$ cat src/rtl/idex_decode_queue.sv
// ID-stage decode queue: decodes MIPS32 words on push, buffers DEPTH decoded
// entries in order and presents them through a valid/ready handshake. A HI/LO
// busy counter holds MD/HILO heads after an MD-class dispatch.
module idex_decode_queue #(
  parameter int DEPTH  = 4,
  parameter int PC_W   = 32,
  parameter int MD_LAT = 4
) (
  input  logic            clk,
  input  logic            rst_n,
  input  logic            flush,
  input  logic            ifid_valid,
  input  logic [31:0]     ifid_instr,
  input  logic [PC_W-1:0] ifid_pc,
  output logic            ifid_ready,
  output logic            idex_valid,
  input  logic            idex_ready,
  output logic [3:0]      idex_class,
  output logic [4:0]      idex_rs,
  output logic [4:0]      idex_rt,
  output logic [4:0]      idex_dest,
  output logic            idex_reg_w_en,
  output logic            idex_mem_r_en,
  output logic            idex_mem_w_en,
  output logic [31:0]     idex_imm,
  output logic [PC_W-1:0] idex_pc,
  output logic            idex_invalid
);

  localparam int PTR_W = (DEPTH > 1) ? $clog2(DEPTH) : 1;
  localparam int CNT_W = $clog2(DEPTH + 1);
  localparam logic [3:0] MD_LAT_V = 4'(MD_LAT);

  localparam logic [3:0] C_NOP = 4'd0,  C_ALU_R = 4'd1, C_ALU_I = 4'd2,
                         C_SHIFT = 4'd3, C_BRANCH = 4'd4, C_JUMP = 4'd5,
                         C_LOAD = 4'd6, C_STORE = 4'd7, C_MD = 4'd8,
                         C_HILO = 4'd9, C_CP0 = 4'd10, C_SYSCALL = 4'd11,
                         C_ERET = 4'd12, C_TRAP = 4'd13, C_INV = 4'd15;

  typedef struct packed {
    logic [3:0]  cls;
    logic [4:0]  rs;
    logic [4:0]  rt;
    logic [4:0]  dest;
    logic        reg_w_en;
    logic        mem_r_en;
    logic        mem_w_en;
    logic [31:0] imm;
  } dec_t;

  function automatic logic [31:0] sext16(input logic [15:0] v);
    logic signed [15:0] sv;
    logic signed [31:0] s;
    sv = v;
    s  = sv;
    return s;
  endfunction

  function automatic dec_t decode(input logic [31:0] ins);
    dec_t       d;
    logic [5:0] op, fn;
    logic [4:0] rs, rt, rd, sa;
    logic       wr_rd, wr_rt, wr_ra;
    op = ins[31:26]; fn = ins[5:0];
    rs = ins[25:21]; rt = ins[20:16]; rd = ins[15:11]; sa = ins[10:6];
    d = '0;
    d.rs = rs;
    d.rt = rt;
    d.cls = C_INV;
    wr_rd = 1'b0; wr_rt = 1'b0; wr_ra = 1'b0;
    case (op)
      6'h00: begin
        case (fn)
          6'h00, 6'h02, 6'h03: if (rs == '0) begin d.cls = C_SHIFT; wr_rd = 1'b1; end
          6'h04, 6'h06, 6'h07: if (sa == '0) begin d.cls = C_SHIFT; wr_rd = 1'b1; end
          6'h08: if (rt == '0 && rd == '0 && sa == '0) d.cls = C_JUMP;
          6'h09: if (rt == '0 && sa == '0) begin d.cls = C_JUMP; wr_rd = 1'b1; end
          6'h0A, 6'h0B, 6'h20, 6'h21, 6'h22, 6'h23, 6'h24, 6'h25, 6'h26, 6'h27,
          6'h2A, 6'h2B: if (sa == '0) begin d.cls = C_ALU_R; wr_rd = 1'b1; end
          6'h0C, 6'h0D: d.cls = C_SYSCALL;
          6'h10, 6'h12: if (rs == '0 && rt == '0 && sa == '0) begin d.cls = C_HILO; wr_rd = 1'b1; end
          6'h11, 6'h13: if (rt == '0 && rd == '0 && sa == '0) d.cls = C_HILO;
          6'h18, 6'h19, 6'h1A, 6'h1B: if (rd == '0 && sa == '0) d.cls = C_MD;
          6'h30, 6'h31, 6'h32, 6'h33, 6'h34, 6'h36: d.cls = C_TRAP;
          default: ;
        endcase
      end
      6'h01: begin
        case (rt)
          5'h00, 5'h01: d.cls = C_BRANCH;
          5'h08, 5'h09, 5'h0A, 5'h0B, 5'h0C, 5'h0E: d.cls = C_TRAP;
          default: ;
        endcase
      end
      6'h02: d.cls = C_JUMP;
      6'h03: begin d.cls = C_JUMP; wr_ra = 1'b1; end
      6'h04, 6'h05: d.cls = C_BRANCH;
      6'h06, 6'h07: if (rt == '0) d.cls = C_BRANCH;
      6'h08, 6'h09, 6'h0A, 6'h0B, 6'h0C, 6'h0D, 6'h0E: begin d.cls = C_ALU_I; wr_rt = 1'b1; end
      6'h0F: if (rs == '0) begin d.cls = C_ALU_I; wr_rt = 1'b1; end
      6'h10: begin
        if (rs == 5'h00 && ins[10:3] == '0) begin d.cls = C_CP0; wr_rt = 1'b1; end
        else if (rs == 5'h04 && ins[10:3] == '0) d.cls = C_CP0;
        else if (rs == 5'h10 && ins[20:6] == '0 && fn == 6'h18) d.cls = C_ERET;
      end
      6'h1C: begin
        if (fn == 6'h02 && sa == '0) begin d.cls = C_MD; wr_rd = 1'b1; end
        else if ((fn == 6'h20 || fn == 6'h21) && sa == '0) begin d.cls = C_ALU_R; wr_rd = 1'b1; end
      end
      6'h20, 6'h21, 6'h22, 6'h23, 6'h24, 6'h25: begin d.cls = C_LOAD; wr_rt = 1'b1; d.mem_r_en = 1'b1; end
      6'h28, 6'h29, 6'h2B: begin d.cls = C_STORE; d.mem_w_en = 1'b1; end
      default: ;
    endcase
    case (op)
      6'h0C, 6'h0D, 6'h0E: d.imm = {16'h0000, ins[15:0]};
      6'h0F:               d.imm = {ins[15:0], 16'h0000};
      6'h02, 6'h03:        d.imm = {6'b0, ins[25:0]};
      default:             d.imm = sext16(ins[15:0]);
    endcase
    if (wr_rd) begin d.dest = rd; d.reg_w_en = 1'b1; end
    else if (wr_rt) begin d.dest = rt; d.reg_w_en = 1'b1; end
    else if (wr_ra) begin d.dest = 5'd31; d.reg_w_en = 1'b1; end
    if (ins == '0) begin
      d.cls = C_NOP;
      d.dest = '0;
      d.reg_w_en = 1'b0;
    end
    return d;
  endfunction

  dec_t            ent_mem [DEPTH];
  logic [PC_W-1:0] pc_mem  [DEPTH];
  logic [PTR_W-1:0] wr_ptr, rd_ptr;
  logic [CNT_W-1:0] count;
  logic [3:0]       md_busy;
  dec_t             dec_p0;
  dec_t             head;
  logic             head_hold, push, pop;

  // Stage p0: decode of the offered word, written into the tail slot on push
  assign dec_p0     = decode(ifid_instr);
  assign ifid_ready = (count != CNT_W'(DEPTH));
  assign push       = ifid_valid && ifid_ready && !flush;

  // Head presentation: MD/HILO heads wait out the HI/LO busy window
  assign head       = ent_mem[rd_ptr];
  assign head_hold  = (md_busy != 4'd0) && (head.cls == C_MD || head.cls == C_HILO);
  assign idex_valid = (count != '0) && !head_hold;
  assign pop        = idex_valid && idex_ready && !flush;

  // Payload is zeroed whenever nothing is presented
  always_comb begin
    idex_class    = '0;
    idex_rs       = '0;
    idex_rt       = '0;
    idex_dest     = '0;
    idex_reg_w_en = 1'b0;
    idex_mem_r_en = 1'b0;
    idex_mem_w_en = 1'b0;
    idex_imm      = '0;
    idex_pc       = '0;
    idex_invalid  = 1'b0;
    if (idex_valid) begin
      idex_class    = head.cls;
      idex_rs       = head.rs;
      idex_rt       = head.rt;
      idex_dest     = head.dest;
      idex_reg_w_en = head.reg_w_en;
      idex_mem_r_en = head.mem_r_en;
      idex_mem_w_en = head.mem_w_en;
      idex_imm      = head.imm;
      idex_pc       = pc_mem[rd_ptr];
      idex_invalid  = (head.cls == C_INV);
    end
  end

  // Entry storage: data only, no reset needed
  always_ff @(posedge clk) begin
    if (push) begin
      ent_mem[wr_ptr] <= dec_p0;
      pc_mem[wr_ptr]  <= ifid_pc;
    end
  end

  // Queue control and HI/LO busy counter; flush clears queue but not md_busy
  always_ff @(posedge clk) begin
    if (!rst_n) begin
      wr_ptr  <= '0;
      rd_ptr  <= '0;
      count   <= '0;
      md_busy <= 4'd0;
    end else begin
      if (flush) begin
        wr_ptr <= '0;
        rd_ptr <= '0;
        count  <= '0;
      end else begin
        if (push) wr_ptr <= wr_ptr + PTR_W'(1);
        if (pop)  rd_ptr <= rd_ptr + PTR_W'(1);
        if (push && !pop)      count <= count + CNT_W'(1);
        else if (pop && !push) count <= count - CNT_W'(1);
      end
      if (pop && head.cls == C_MD) md_busy <= MD_LAT_V;
      else if (md_busy != 4'd0)    md_busy <= md_busy - 4'd1;
    end
  end

endmodule
$ cat config.mk
export PLATFORM = sky130hd
export DESIGN_NAME = idex_decode_queue
export DESIGN_NICKNAME = d
export VERILOG_FILES = /design/src/rtl/idex_decode_queue.sv
export SDC_FILE = /design/constraint.sdc
export NUM_CORES = 1
export LEC_CHECK = 0
export CORE_ASPECT_RATIO = 1.1
export CORE_MARGIN = 2
export CORE_UTILIZATION = 57
export CTS_CLUSTER_SIZE = 25
export DETAILED_ROUTE_END_ITERATION = 6
export HOLD_SLACK_MARGIN = 0.06
export PLACE_DENSITY = 0.9
export SLEW_MARGIN = 20
export SYNTH_ARGS = -nofsm -noshare
export SYNTH_HDL_FRONTEND = slang
export SYNTH_SLANG_ARGS = --single-unit
$ cat constraint.sdc
create_clock -name clk -period 4.34 [get_ports clk]
set_input_delay 0.868 -clock clk [delete_from_list [all_inputs] [get_ports clk]]
set_output_delay 0.868 -clock clk [all_outputs]
set_load 0.01 [all_outputs]
# Yosys cells after proc, flatten, opt, wreduce, memory -nomap -nowiden
# Memory sizes are Yosys's and may differ from the RTL's. A register that Yosys moved wholly into a read port is not among the register bits.
# Cells that the tools add are included.
# W data, S select, Z words.
[word_totals] regBits=11 ramBits=344 input_bits=69 out_inout_bits=89 wordCells=205 mem_count=2
[memory_table] name="ent_mem" words=4 width=54 read_ports=1 rd_clocked_by_memory_dff=1 write_ports=1 line="131" source="dec_t ent_mem [DEPTH];"
[memory_table] name="pc_mem" words=4 width=32 read_ports=1 rd_clocked_by_memory_dff=1 write_ports=1 line="132" source="logic [PC_W-1:0] pc_mem [DEPTH];"
[op_classes] n_addsub=5 n_eq_ne=74 muxes=57 bitwise_logic=1 reduce_logical=61
[ops] op="$eq A6 B6 Y1 const B" n=25
[ops] op="$pmux W32 S3" n=1
[ops] op="$eq A6 B4 Y1 const B" n=14
[ops] op="$mux W32" n=2
[ops] op="$eq A6 B5 Y1 const B" n=10
[ops] op="$mux W4" n=11
[ops] op="$pmux W4 S11" n=1
[ops] op="$eq A6 B3 Y1 const B" n=7
[ops] op="$pmux W4 S10" n=1
[ops] op="$logic_not A32 Y1" n=1
[ops] op="$eq A5 B4 Y1 const B" n=6
[ops] op="$mux W3" n=9
[ops] op="$eq A6 B2 Y1 const B" n=4
[ops] op="$mux W6" n=4
[ops] op="$logic_and A1 B1 Y1" n=21
[ops] op="$logic_not A5 Y1" n=4
[ops] op="$reduce_or A2 Y1" n=9
[ops] op="$reduce_or A6 Y1" n=3
[ops] op="$mux W1" n=16
[ops] op="$logic_not A15 Y1" n=1
[ops] op="$mux W5" n=3
[ops] op="$reduce_or A15 Y1" n=1
[ops] op="$reduce_or A13 Y1" n=1
[ops] op="$eq A4 B4 Y1 const B" n=3
[ops] op="26 further kinds" n=40

# Logic depth before layout (Yosys ltp)
[depth] word_depth=10 depth_mapped=12 ltp_nobuf=12

# Least setup slack after synthesis
# OpenSTA, ideal clock, no wires.
[synth_timing] path_kind="input -> register" start="input port ifid_valid" end="memory ent_mem[0][0] in the netlist's numbering, enable pin" setup_ps=454 arrival_ps=3169 required_ps=3886 path_slack_ps=716 stages=3 path_buffers=0 cell_sequence="nand2_1 nor2_1 and2_1"
[synth_between] elab_chain_cells=4
[synth_lines] item="start, declared" line="12" source="input logic ifid_valid,"
[synth_lines] item="$logic_and A1 B1 Y1 (2 in a row)" line="143" source="assign push = ifid_valid && ifid_ready && !flush;"
[synth_lines] item="named net push" line="138" source="logic head_hold, push, pop;"
[synth_lines] item="$mux W1" line="179" source="if (push) begin"
[synth_lines] item="$mux W1 (not written as such)" line="180" source="ent_mem[wr_ptr] <= dec_p0;"
[synth_lines] item="end, declared" line="131"
# The timed path passes the listed nets, and every way through them passes these cells.

==> out/summary.txt <==
Post-Route WL - 32940 um
Comb power frac - 9.3%
First-pass GRT wire length - 51030 um
Inserted Clock Buffers - 35
Worst-path clk slew - 60 ps
RePlAce Congestion - 0.9437
Count of antenna-violating nets left after detailed routing - 0
Number of cells traversed by the worst hold path - 2
Critical path's largest stage delay - 570 ps
Type of element launching the critical path - flop
Yosys warnings - 0
Setup TNS after final layout - 0 ps
Die area - 27390 um^2
Nets@finish - 1072
Number of buffers inserted by port buffering - 157
CTS Root Cell - clkbuf_16
Sw power - 1.594 mW
Least-Margin Pin Slew - 841.1 ps
Die Width - 158.0 um
Violation count after the first detailed-route iteration - 664
Number of global-route vias before repair - 8742
Final number of setup-violating endpoints - 0
Fraction of power spent switching nets - 20.67%
Share of async-settable or async-resettable flops after synthesis - 0%
CTS Hold Bufs - 0
Core ar. - 25910 um^2
Number of filler cells placed in the layout - 1612
Max-cap viol count - 0
Critical Path RT - 3470 ps
Max-slew violation count - 0
Fmax - 0.2481 GHz
Area growth syn-to-layout - 21.76%
Post-detailed-placement half-perimeter wirelength - 20980 um
Placed cell count - 1311
Synth Cell Area - 14870 um^2
Leakage - 5.725 nW
Number of cells on the worst reg-to-reg path - 11
Highest ir drop seen on vdd - 0.3628 mV
Relative slew margins - 43.93%
Number of detailed-routing iterations run before antenna repair - 5
Post-synth net total - 904
Maximum number of pins on one net before global-route repair - 87
Critical-path cell with the highest stage delay - mux4_2
Met2 wire length - 17100 um
Core Rows - 62
Setup repair after global routing missed its margin - no
Worst Clk Skew - 7.701 ps
Num Clock Sinks - 357
Predominant post-synthesis flop cell - edfxtp_1
Part of the total power dissipated in sequential elements - 50.5%
Uppermost routed layer - met5
Mean cell area of the mapped netlist - 17.96 um^2
Met3 wire length - 2262 um
Register area share after synthesis - 71.23%
Power density cells - 426.1 nW/um^2
Syn Inst Count - 828
Post-synth cell types - 63
Longest Clk Path Bufs - 3
Initial Utilization - 57.38%
Post-synth top area cell - edfxtp_1
CTS tree - built
Clock network latency to the later pin of the worst-skew pair - 500 ps
Worst-path maximum fanout - 86
H-tree lvl count - 2
Hold violation total from the final report - 0
Flops & latches, synth - 357
Result of the run - complete, no violations
Die height - 173.4 um
Routed wire per std cell - 23.97 um
Worst Setup Path Type - reg -> out
Worst min path class - reg -> reg
Kind of end point of the critical path - primary output
Number of vias per cell - 6.045
Endpoint arrival time on the critical path - 3160 ps
Share of post-route cells with drive strength above 1 - 16.63%
Crit path cell chain - mux4_2, or3_1, o21ai_4, buf_12, nor2b_1, clkdlybuf4s50_1
Final cell count without fillers - 1374
Global-route usage over all layers - 24.99%
Antenna Diode Count - 0
Top cells by area in the synthesized netlist - edfxtp_1, mux4_2, nor2b_1, dfxtp_1, a221o_1
Number of remaining DRC errors - 0
HP Start - wr_ptr[1]$_SDFFE_PP0P_
Final worst path period share - 92.87%
Fraction of power consumed by the clock network - 40.3%
Power Internal - 6.119 mW
Number of gates resized after cts - 0
Total via count after detailed routing - 8306
Clock period minus final worst setup slack - 4031 ps
EDFF count, synth - 344
Post-CTS Setup Repair Bufs - 0
Pwr Total - 7.713 mW
Leftover overflow at the end of global routing - 0
Number of top-level pins - 158
Antenna violations before repair - 1
Met1 wire length - 12500 um
Synth top area share - 69.48%
-- per-layer routing --
| layer | vias to the layer above | GRT usage (%) |
|---|---|---|
| met3 | 83 | 4.125 |
| li1 | 3661 | - |
| met1 | 4190 | 33.10 |
| met2 | 370 | 42.54 |
| met4 | 2 | 8.333 |
| met5 | - | 0 |
-- per-stage QoR --
stage          hold slack (ps)  util (%)  instance area [um^2]  setup slack (ps)
3_5_place_dp             499.9     65.27                 16910             619.2
6_report                 509.5     69.86                 18100             309.3
4_1_cts                  510.3     69.86                 18100             302.8
2_1_floorplan            466.9         -                 14870             716.5
3_3_place_gp             480.0     65.27                 16910             624.4
5_1_grt                  528.4     69.86                 18100             200.2
-- layout by cell type (no fill, tap or decap), types with 16 or more instances in the layout --
cell,count
edfxtp_1,344
clkdlybuf4s50_1,157
mux4_2,86
nor2b_1,86
clkbuf_16,37
nor2_1,34
buf_4,19
nand2_1,18
inv_1,17
and2_1,16
a221o_1,16
-- cell type report --
cell class                      count  area [um^2]  area share, %
Sequential cell                   357        10600          58.55
Multi-Input combinational cell    405         4015          22.18
Timing Repair Buffer              180         1794          9.912
Clock buffer                       45        955.9          5.281
Tap cell                          352        440.4          2.433
Clock inverter                     18        234.0          1.293
Inverter                           17        63.81         0.3525
-- cell usage after synthesis (5+ instances only) --
| library cell | number |
|---|---|
| a21o_1 | 10 |
| a21oi_1 | 10 |
| a221o_1 | 16 |
| a31oi_1 | 5 |
| and2_1 | 20 |
| buf_2 | 14 |
| clkbuf_1 | 30 |
| dfxtp_1 | 13 |
| edfxtp_1 | 344 |
| ha_1 | 6 |
| inv_1 | 17 |
| mux4_2 | 86 |
| nand2_1 | 18 |
| nand2b_1 | 6 |
| nand3_1 | 5 |
| nand3b_1 | 5 |
| nand4_1 | 8 |
| nor2_1 | 34 |
| nor2b_1 | 86 |
| nor3_1 | 11 |
| o21ai_0 | 11 |
| or3_1 | 5 |
-- final timing paths --
path / end / slack, ps
worst max-delay path: idex_imm[23] / 310
worst min-delay path: wr_ptr[1]$_SDFFE_PP0P_ / 510
worst max register to register: count[2]$_SDFFE_PP0P_ / 860
worst min register to register: wr_ptr[1]$_SDFFE_PP0P_ / 510
-- cell families after synthesis --
logic type	count (synthesis)	synth area share, %
flip-flops	357	71.23
buffers and inverters	66	1.877
AND/OR/NAND/NOR	223	8.559
adder cells (fa/ha/maj)	7	0.6396
multiplexers	87	13.10
AO/OA/AOI/OAI	80	4.124
XOR/XNOR	8	0.4713
-- worst max-delay path: cells and delay by family, from the launching register on --
kind | cells | cell delay [ps]
simple gates | 2 | 570
mux | 1 | 570
flops | 1 | 390
buf+inv | 2 | 890
compound gates | 1 | 170
-- flip-flops by register name, summed over array words and instances, names as in the netlist, named ones only --
register and flops:
count 3, ent_mem 216, md_busy 4, pc_mem 128
rd_ptr 2, wr_ptr 2
-- power by group through the flow --
stage | Combinational [mW] | Clock (mW) | Sequential (mW)
after CTS | 0.719 | 3.16 | 3.89
after detailed placement | 0.711 | 0 | 3.97
after global placement | 0.694 | 0 | 3.96
after global routing | 0.775 | 3.30 | 3.90
final | 0.716 | 3.10 | 3.89
after floorplan | 0.369 | 0 | 3.96
Power figures use the tool's default switching activity.
